$ cat config.mk
export PLATFORM = sky130hd
export DESIGN_NAME = lcd_write_scheduler
export DESIGN_NICKNAME = d
export VERILOG_FILES = /design/src/rtl/lcd_write_scheduler.sv
export SDC_FILE = /design/constraint.sdc
export NUM_CORES = 1
export LEC_CHECK = 0
export ABC_AREA = 1
export CAP_MARGIN = 20
export CORE_MARGIN = 4
export CORE_UTILIZATION = 40
export CTS_CLUSTER_DIAMETER = 40
export DETAILED_ROUTE_END_ITERATION = 6
export SYNTH_ARGS = -nofsm -noshare
export SYNTH_HDL_FRONTEND = slang
export SYNTH_SLANG_ARGS = --single-unit
$ cat constraint.sdc
create_clock -name clk -period 1.8 [get_ports clk]
set_clock_uncertainty 0.1 [all_clocks]
set_input_delay 0.45 -clock clk [delete_from_list [all_inputs] [get_ports clk]]
set_output_delay 0.45 -clock clk [all_outputs]
set_load 0.1 [all_outputs]
$ cat src/rtl/lcd_write_scheduler.sv
// rtl/lcd_write_scheduler.sv - round-robin two-port HD44780 write cycle generator
module lcd_write_scheduler #(
  parameter int T_SETUP     = 2,
  parameter int T_PW        = 12,
  parameter int T_HOLD      = 2,
  parameter int T_EXEC      = 2000,
  parameter int T_EXEC_LONG = 82000,
  parameter int CNT_W       = 17
) (
  input  logic       clk,
  input  logic       rst,
  input  logic       req0,
  input  logic       rs0,
  input  logic [7:0] data0,
  output logic       ack0,
  input  logic       req1,
  input  logic       rs1,
  input  logic [7:0] data1,
  output logic       ack1,
  output logic       busy,
  output logic       lcd_e,
  output logic       lcd_rs,
  output logic       lcd_rw,
  output logic [7:0] lcd_db
);

  typedef enum logic [2:0] {
    IDLE,
    SETUP,
    PULSE,
    HOLD,
    EXEC
  } state_t;

  // Counter reload values: a phase of T cycles counts T-1 down to 0.
  localparam logic [CNT_W-1:0] LD_SETUP = CNT_W'(T_SETUP - 1);
  localparam logic [CNT_W-1:0] LD_PW    = CNT_W'(T_PW - 1);
  localparam logic [CNT_W-1:0] LD_HOLD  = CNT_W'(T_HOLD - 1);
  localparam logic [CNT_W-1:0] LD_EXEC  = CNT_W'(T_EXEC - 1);
  localparam logic [CNT_W-1:0] LD_LONG  = CNT_W'(T_EXEC_LONG - 1);
  localparam logic [CNT_W-1:0] CNT_ONE  = CNT_W'(1);

  state_t           state, state_n;
  logic [CNT_W-1:0] cnt, cnt_n;
  logic             e_n, rs_n, ack0_n, ack1_n, busy_n;
  logic [7:0]       db_n;
  logic             last_grant, last_n;
  logic             pick0, pick1;
  logic             exec_long;
  logic             cnt_zero;

  // The bus never reads the controller, so RW is permanently write.
  assign lcd_rw = 1'b0;

  // Round-robin pick: a lone requester always wins, a tie goes to the port not served last.
  assign pick0 = req0 & (~req1 | last_grant);
  assign pick1 = req1 & (~req0 | ~last_grant);

  // Clear display (0x01) and return home (0x02/0x03) need the long execution wait.
  assign exec_long = ~lcd_rs & (lcd_db[7:2] == 6'd0) & (lcd_db[1:0] != 2'd0);

  assign cnt_zero = (cnt == '0);

  // Next-state and next-output logic for the write-cycle sequencer.
  always_comb begin
    state_n = state;
    cnt_n   = cnt;
    e_n     = lcd_e;
    rs_n    = lcd_rs;
    db_n    = lcd_db;
    ack0_n  = 1'b0;
    ack1_n  = 1'b0;
    busy_n  = busy;
    last_n  = last_grant;
    unique case (state)
      IDLE: begin
        if (pick0) begin
          rs_n    = rs0;
          db_n    = data0;
          ack0_n  = 1'b1;
          last_n  = 1'b0;
          busy_n  = 1'b1;
          cnt_n   = LD_SETUP;
          state_n = SETUP;
        end else if (pick1) begin
          rs_n    = rs1;
          db_n    = data1;
          ack1_n  = 1'b1;
          last_n  = 1'b1;
          busy_n  = 1'b1;
          cnt_n   = LD_SETUP;
          state_n = SETUP;
        end
      end
      SETUP: begin
        if (cnt_zero) begin
          e_n     = 1'b1;
          cnt_n   = LD_PW;
          state_n = PULSE;
        end else begin
          cnt_n = cnt - CNT_ONE;
        end
      end
      PULSE: begin
        if (cnt_zero) begin
          e_n     = 1'b0;
          cnt_n   = LD_HOLD;
          state_n = HOLD;
        end else begin
          cnt_n = cnt - CNT_ONE;
        end
      end
      HOLD: begin
        if (cnt_zero) begin
          cnt_n   = exec_long ? LD_LONG : LD_EXEC;
          state_n = EXEC;
        end else begin
          cnt_n = cnt - CNT_ONE;
        end
      end
      EXEC: begin
        if (cnt_zero) begin
          busy_n  = 1'b0;
          state_n = IDLE;
        end else begin
          cnt_n = cnt - CNT_ONE;
        end
      end
      default: begin
        e_n     = 1'b0;
        busy_n  = 1'b0;
        cnt_n   = '0;
        state_n = IDLE;
      end
    endcase
  end

  // State and registered outputs; reset aborts any cycle and drops E at once.
  always_ff @(posedge clk or posedge rst) begin
    if (rst) begin
      state      <= IDLE;
      cnt        <= '0;
      lcd_e      <= 1'b0;
      lcd_rs     <= 1'b0;
      lcd_db     <= 8'h00;
      ack0       <= 1'b0;
      ack1       <= 1'b0;
      busy       <= 1'b0;
      last_grant <= 1'b1;
    end else begin
      state      <= state_n;
      cnt        <= cnt_n;
      lcd_e      <= e_n;
      lcd_rs     <= rs_n;
      lcd_db     <= db_n;
      ack0       <= ack0_n;
      ack1       <= ack1_n;
      busy       <= busy_n;
      last_grant <= last_n;
    end
  end

endmodule

Word-level counts from Yosys, hierarchy flattened
Index checks and enable logic that the tools add are counted.
W data, S select, Z words.
- add/sub/neg operators: 1
- eq/ne operators: 10
- muxes and demuxes: 31
- bitwise logic cells: 12
- reduce and logical (&&, ||, !) cells: 12
- operator list (kind ; number):
    $mux W17 ; 7
    $pmux W17 S5 ; 1
    $mux W3 ; 6
    $logic_not A17 Y1 ; 1
    $sub A17 B1 Y17 const B ; 1
    $mux W8 ; 2
    $pmux W3 S5 ; 1
    $mux W1 ; 12
    $ne A2 B2 Y1 const B ; 5
    $eq A3 B2 Y1 const B ; 2
    $logic_not A6 Y1 ; 1
    $not A1 Y1 ; 6
    $pmux W1 S3 ; 2
    $reduce_and A3 Y1 ; 2
    $reduce_or A3 Y1 ; 2
    $reduce_and A5 Y1 ; 1
    $and A1 B1 Y1 ; 4
    $reduce_and A2 Y1 ; 2
    $reduce_bool A2 Y1 ; 2
    $eq A3 B1 Y1 const B ; 1
    $eq A3 B3 Y1 const B ; 1
    $logic_not A3 Y1 ; 1
    $ne A3 B3 Y1 const B ; 1
    $or A1 B1 Y1 ; 2
- register bits: 34
- input bits: 22
- output and inout bits: 14
- logic and storage cells: 75

Depth between registers and ports, before layout
- depth in word-level cells: 6
- gate-level depth with buffers: 11
- gate-level depth less buffers: 11

Least setup slack after synthesis
OpenSTA, ideal clock, no wires.
- path type: register -> register
- start point: reg lcd_db[1]
- end point: reg cnt[9]
- library setup time: 0.120 ns
- data arrival time: 1.515 ns
- data required time: 1.580 ns
- path slack: 0.064 ns
- cell stages (with the launch flop): 8
- buffers on the path: 0
- period minus slack after synthesis: 1.736 ns
- cell sequence: dfrtp_1 > inv_1 > nand2_1 > nand4_1 > nand2_1 > nor2_1 > o21ai_1 > nand2_1
- longest elaborated chain between the ends: 5
- RTL lines (element ; RTL line ; text):
    start: declaration ; 24 ; output logic [7:0] lcd_db
    start signal: assignment ; 155 ; lcd_db <= db_n;
    $reduce_bool A2 Y1 ; 60 ; assign exec_long = ~lcd_rs & (lcd_db[7:2] == 6'd0) & (lcd_db[1:0] != 2'd0);
    $and A1 B1 Y1 ; 60 ;
    $mux W17 ; 115 ; cnt_n = exec_long ? LD_LONG : LD_EXEC;
    $mux W17 ; 114 ; if (cnt_zero) begin
    $pmux W17 S5 ; 75 ; unique case (state)
    end signal: assignment ; 152 ; cnt <= cnt_n;
    end: declaration ; 44 ; logic [CNT_W-1:0] cnt, cnt_n;
No other way between the ends.
A chain may end at the register's enable or synchronous reset.

Worst setup path in the final report
- start point: reg cnt[1]
- end point: reg state[1]
- longest elaborated chain between the ends: 3
- elaborated cells between the ends (all ways): 6
- classes of those cells: eq/ne (4); reduce/logical (2)
- RTL lines (element ; RTL line ; text):
    $logic_not A17 Y1 (*) ; 62 ; assign cnt_zero = (cnt == '0);
    $ne A2 B2 Y1 (no source line) ; - ;
    $reduce_and A5 Y1 (no source line) (*) ; - ;
    end signal: assignment ; 151 ; state <= state_n;
    end: declaration ; 43 ; state_t state, state_n;
Every way passes the cells marked *; elsewhere a longest branch is shown, timed or not.

==> flow_metrics.py <==
metrics = {
    "pwr": {
        "power_leakage_nw": 1.497,
        "vdd.ir_drop.worst_v": 0.001283,
        "total_power_mw": 6.519,
        "power_per_cell_area_nw_per_um2": 2119,
    },
    "critical_path": {
        "rr_startpoint": "cnt[1]$_DFFE_PP0P_",
        "worst_path_max_fanout": 5,
        "r2r-end": "state[1]$_DFFE_PP0P_",
        "reg2regPathDepth": 10,
        "cp_data_arrival_time_ns": 1.84,
        "cp-endpoint": "state[1]$_DFFE_PP0P_",
        "worstSetupPathType": "register to register",
        "rrSetupSlack_ns": 0.04,
        "timing.critical_path.from": "cnt[1]$_DFFE_PP0P_",
        "cp-start-kind": "register",
        "data_required_time_at_the_worst_endpoint_ns": 1.88,
        "worstSetupEndpointType": "register",
    },
    "detailed_routing": {
        "wirelength_um": 5538,
        "drt_first_pass_iters": 4,
        "drt-met1-wl_um": 2612,
        "amount_of_wire_on_met2_after_detailed_routing_um": 2654,
        "drc_errors": 0,
        "top_layer": "met4",
        "dr_total_vias": 1974,
        "drt-initial-drc-count": 107,
        "wl_met3_um": 216,
        "wire_per_inst_um": 13.38,
        "number_of_nets_with_antenna_violations_after_detailed_routing": 0,
        "detail_route.vias_per_cell": 4.768,
    },
    "clock_tree": {
        "cts_inserted_buffers": 5,
        "cts_tree": "done",
        "clock_sink_count": 34,
        "htree_levels": 2,
        "clk-insertion-delay-late_ns": 0.29,
        "cts_buffer_depth": 2,
        "cts_root_buf": "sky130_fd_sc_hd__clkbuf_8",
        "clk_transition_reported_paths_ns": 0.08,
    },
    "placement": {
        "dpl.cell_count": 403,
        "placement.io_buffers": 34,
        "hpwlAfterDp_um": 4345,
        "place_congestion": 0.8512,
    },
    "finish": {
        "finish.utilization": 0.6024,
        "multi_input_gate_area_in_the_final_layout_um2": 1132,
        "finalNetCount": 366,
        "regArea_um2": 852.1,
        "post_route_cells_drive_above_1_share": 0.2936,
        "fillers": 470,
        "layout-area-overhead-vs-synth_pct": 45.42,
        "antenna_cells": 0,
        "finalNonFillerCells": 414,
    },
    "floorplanning": {
        "die_height_um": 80.73,
        "initial_utilization": 0.4143,
        "die_area_um2": 6517,
        "num_rows": 26,
        "die_x_um": 80.73,
        "io_pins": 36,
        "coreArea_um2": 5107,
    },
    "logic_synthesis": {
        "synth_fp_nets": 294,
        "ys.warnings.count": 0,
        "synth_top_cell_area_share": 0.3903,
        "syn-mean-instance-area_um2": 7.807,
        "syn_area_um2": 2116,
        "post_synth_num_cell_types": 36,
        "yosysSeqAreaShare": 0.4027,
        "synthesis.instances": 271,
        "largest_area_contributor_in_the_netlist": "sky130_fd_sc_hd__dfrtp_1",
        "number_of_storage_elements_in_the_synthesis_netlist": 34,
        "synth.top_cells.by_area": "sky130_fd_sc_hd__dfrtp_1 (39%), sky130_fd_sc_hd__nand2_1 (11%), sky130_fd_sc_hd__nor2_1 (6.0%)",
    },
    "sta": {
        "clock.fmax_ghz": 0.5677,
        "timing.final.crit_period_ns": 1.762,
        "fin_hold_ws_ns": 0.2956,
        "layout_worst_path_cycle_share": 0.9787,
        "number_of_setup_violations_in_the_final_report": 0,
        "hold_violations": 0,
        "final-max-slew-violation-count": 0,
        "rsz0062_at_grt": "true",
    },
    "flow_run": {
        "timing.max_cap.violations": 0,
    },
    "grt": {
        "antenna_violations_before_repair": 0,
        "first_global_vias": 1987,
        "globalRouteTotalUtil": 0.1925,
        "globalRouteOverflowTotal": 0,
        "global_route_wire_length_before_repair_um": 9459,
        "largest_net_degree_at_the_start_of_global_routing": 17,
    },
    "outcome": {
        "outcome": "finished, final reports clean",
    },
    "worst_hold_path": {
        "holdCritPathClass": "input port to async pin",
    },
}
-- power breakdown --
part	switching, mW	leakage, nW	internal, mW
registers	0.329	0.427	1.08
logic	2.75	1.02	1.75
clock network	0.298	0.0472	0.308
-- metrics by stage --
| stage | setup WS (ns) | area [um2] | TNS [ns] |
|---|---|---|---|
| 3_5_place_dp | -0.2144 | 2905 | -4.101 |
| 3_3_place_gp | -0.2004 | 2905 | -3.786 |
| 2_1_floorplan | 0.06439 | 2116 | 0 |
| 4_1_cts | -0.005734 | 3013 | -0.005734 |
| 6_report | 0.03839 | 3077 | 0 |
| 5_1_grt | -0.08286 | 3077 | -0.7769 |
-- sequential cells by signal, indices dropped and copies added, names as in the netlist --
signal	cells
ack0	1
ack1	1
busy	1
cnt	17
last_grant	1
lcd_db	8
lcd_e	1
lcd_rs	1
state	3
-- worst min path at each step --
stage,start,to,slack [ns],cells after the start
3_5_place_dp,last_grant$_DFFE_PP1P_,last_grant$_DFFE_PP1P_,0.41,2
3_3_place_gp,last_grant$_DFFE_PP1P_,last_grant$_DFFE_PP1P_,0.39,2
4_1_cts,rst,ack0$_DFF_PP0_,0.30,2
6_report,rst,ack0$_DFF_PP0_,0.30,2
5_1_grt,rst,ack0$_DFF_PP0_,0.32,2
2_1_floorplan,last_grant$_DFFE_PP1P_,last_grant$_DFFE_PP1P_,0.36,2
-- timing repair --
action / CTS / global route
hold endpoints to repair: 0 / 0
buffers inserted: 1 / 2
hold buffers: 0 / 0
setup endpoints to repair: 3 / 27
pin swaps: 2 / 5
resized for setup: 2 / 14
-- cells in the mapped netlist --
| master | number |
|---|---|
| sky130_fd_sc_hd__inv_1 | 28 |
| sky130_fd_sc_hd__nand4_4 | 1 |
| sky130_fd_sc_hd__xnor2_1 | 2 |
| sky130_fd_sc_hd__nor2_2 | 4 |
| sky130_fd_sc_hd__nand3_1 | 16 |
| sky130_fd_sc_hd__a21oi_1 | 11 |
| sky130_fd_sc_hd__dfstp_2 | 1 |
| sky130_fd_sc_hd__o211ai_1 | 1 |
| sky130_fd_sc_hd__clkbuf_1 | 1 |
| sky130_fd_sc_hd__or2_2 | 2 |
| sky130_fd_sc_hd__nand4_1 | 5 |
| sky130_fd_sc_hd__o21ai_1 | 6 |
| sky130_fd_sc_hd__buf_6 | 2 |
| sky130_fd_sc_hd__nand3_2 | 1 |
| sky130_fd_sc_hd__nand2_2 | 5 |
| sky130_fd_sc_hd__nor2_1 | 34 |
| sky130_fd_sc_hd__o21bai_1 | 1 |
| sky130_fd_sc_hd__nand3b_1 | 1 |
| sky130_fd_sc_hd__xor2_1 | 4 |
| sky130_fd_sc_hd__conb_1 | 1 |
| sky130_fd_sc_hd__ha_1 | 1 |
| sky130_fd_sc_hd__a21oi_4 | 2 |
| sky130_fd_sc_hd__nor3_1 | 6 |
| sky130_fd_sc_hd__inv_2 | 7 |
| sky130_fd_sc_hd__a21boi_0 | 1 |
| sky130_fd_sc_hd__buf_4 | 1 |
| sky130_fd_sc_hd__nand2_4 | 2 |
| sky130_fd_sc_hd__nand3_4 | 1 |
| sky130_fd_sc_hd__nand2_1 | 62 |
| sky130_fd_sc_hd__a2bb2oi_1 | 7 |
| sky130_fd_sc_hd__a22oi_1 | 2 |
| sky130_fd_sc_hd__nor2_4 | 4 |
| sky130_fd_sc_hd__o21ai_0 | 11 |
| sky130_fd_sc_hd__nor2_8 | 3 |
| sky130_fd_sc_hd__clkinv_1 | 1 |
| sky130_fd_sc_hd__dfrtp_1 | 33 |
-- cell usage in the layout (no fill, tap or decap), types with 2 or more instances in the layout --
cell type / Yosys / routed
sky130_fd_sc_hd__nor2_4: 4 / 4
sky130_fd_sc_hd__o21ai_0: 11 / 9
sky130_fd_sc_hd__nor3_1: 6 / 6
sky130_fd_sc_hd__nor2_2: 4 / 8
sky130_fd_sc_hd__inv_1: 28 / 26
sky130_fd_sc_hd__a2bb2oi_1: 7 / 7
sky130_fd_sc_hd__clkdlybuf4s50_1: 0 / 21
sky130_fd_sc_hd__o21ai_2: 0 / 2
sky130_fd_sc_hd__xor2_1: 4 / 4
sky130_fd_sc_hd__a21oi_4: 2 / 2
sky130_fd_sc_hd__nand3_1: 16 / 15
sky130_fd_sc_hd__nand2_4: 2 / 2
sky130_fd_sc_hd__xnor2_1: 2 / 2
sky130_fd_sc_hd__buf_12: 0 / 16
sky130_fd_sc_hd__dfrtp_1: 33 / 33
sky130_fd_sc_hd__inv_2: 7 / 10
sky130_fd_sc_hd__nand3_2: 1 / 2
sky130_fd_sc_hd__o21ai_1: 6 / 6
sky130_fd_sc_hd__nor2_1: 34 / 30
sky130_fd_sc_hd__or2_2: 2 / 2
sky130_fd_sc_hd__a22oi_1: 2 / 2
sky130_fd_sc_hd__nor2_8: 3 / 3
sky130_fd_sc_hd__clkbuf_8: 0 / 6
sky130_fd_sc_hd__buf_4: 1 / 31
sky130_fd_sc_hd__nand4_1: 5 / 5
sky130_fd_sc_hd__nand2_1: 62 / 61
sky130_fd_sc_hd__a21oi_1: 11 / 11
sky130_fd_sc_hd__nand2_2: 5 / 6
-- cells by family after synthesis --
group                      Yosys count  synth area share
DFF                                 34            0.4027
xor gates and xnor gates             6           0.02484
other                                1          0.001772
buffers and inverters               40           0.07983
and+or+nand+nor                    147            0.3566
adders and majority gates            1          0.005913
AOI/OAI and AO/OA                   42            0.1283
-- per-layer routing --
layer,vias to the layer above,track usage
met4,0,0.06081
met2,32,0.3005
met5,-,0
met1,923,0.2687
li1,1015,-
met3,4,0.03880
-- critical path, stage by stage, from the launching register on --
cell and delay, ns:
sky130_fd_sc_hd__dfrtp_1 0.40, sky130_fd_sc_hd__inv_2 0.08, sky130_fd_sc_hd__ha_4 0.15, sky130_fd_sc_hd__nand2_4 0.07, sky130_fd_sc_hd__nor2_8 0.17, sky130_fd_sc_hd__buf_12 0.12
sky130_fd_sc_hd__nand4_4 0.11, sky130_fd_sc_hd__nand2_4 0.14, sky130_fd_sc_hd__nor2_2 0.10, sky130_fd_sc_hd__o21ai_1 0.14, sky130_fd_sc_hd__nand2_1 0.07
-- area by class of cell --
| type | instances | area share |
|---|---|---|
| Sequential cell | 34 | 0.2769 |
| Tap cell | 70 | 0.02847 |
| Clock inverter | 2 | 0.004067 |
| Clock buffer | 6 | 0.02684 |
| Timing Repair Buffer | 69 | 0.2517 |
| Multi-Input combinational cell | 197 | 0.3680 |
| Inverter | 36 | 0.04392 |
No activity file was read; power rests on OpenSTA's default activity.
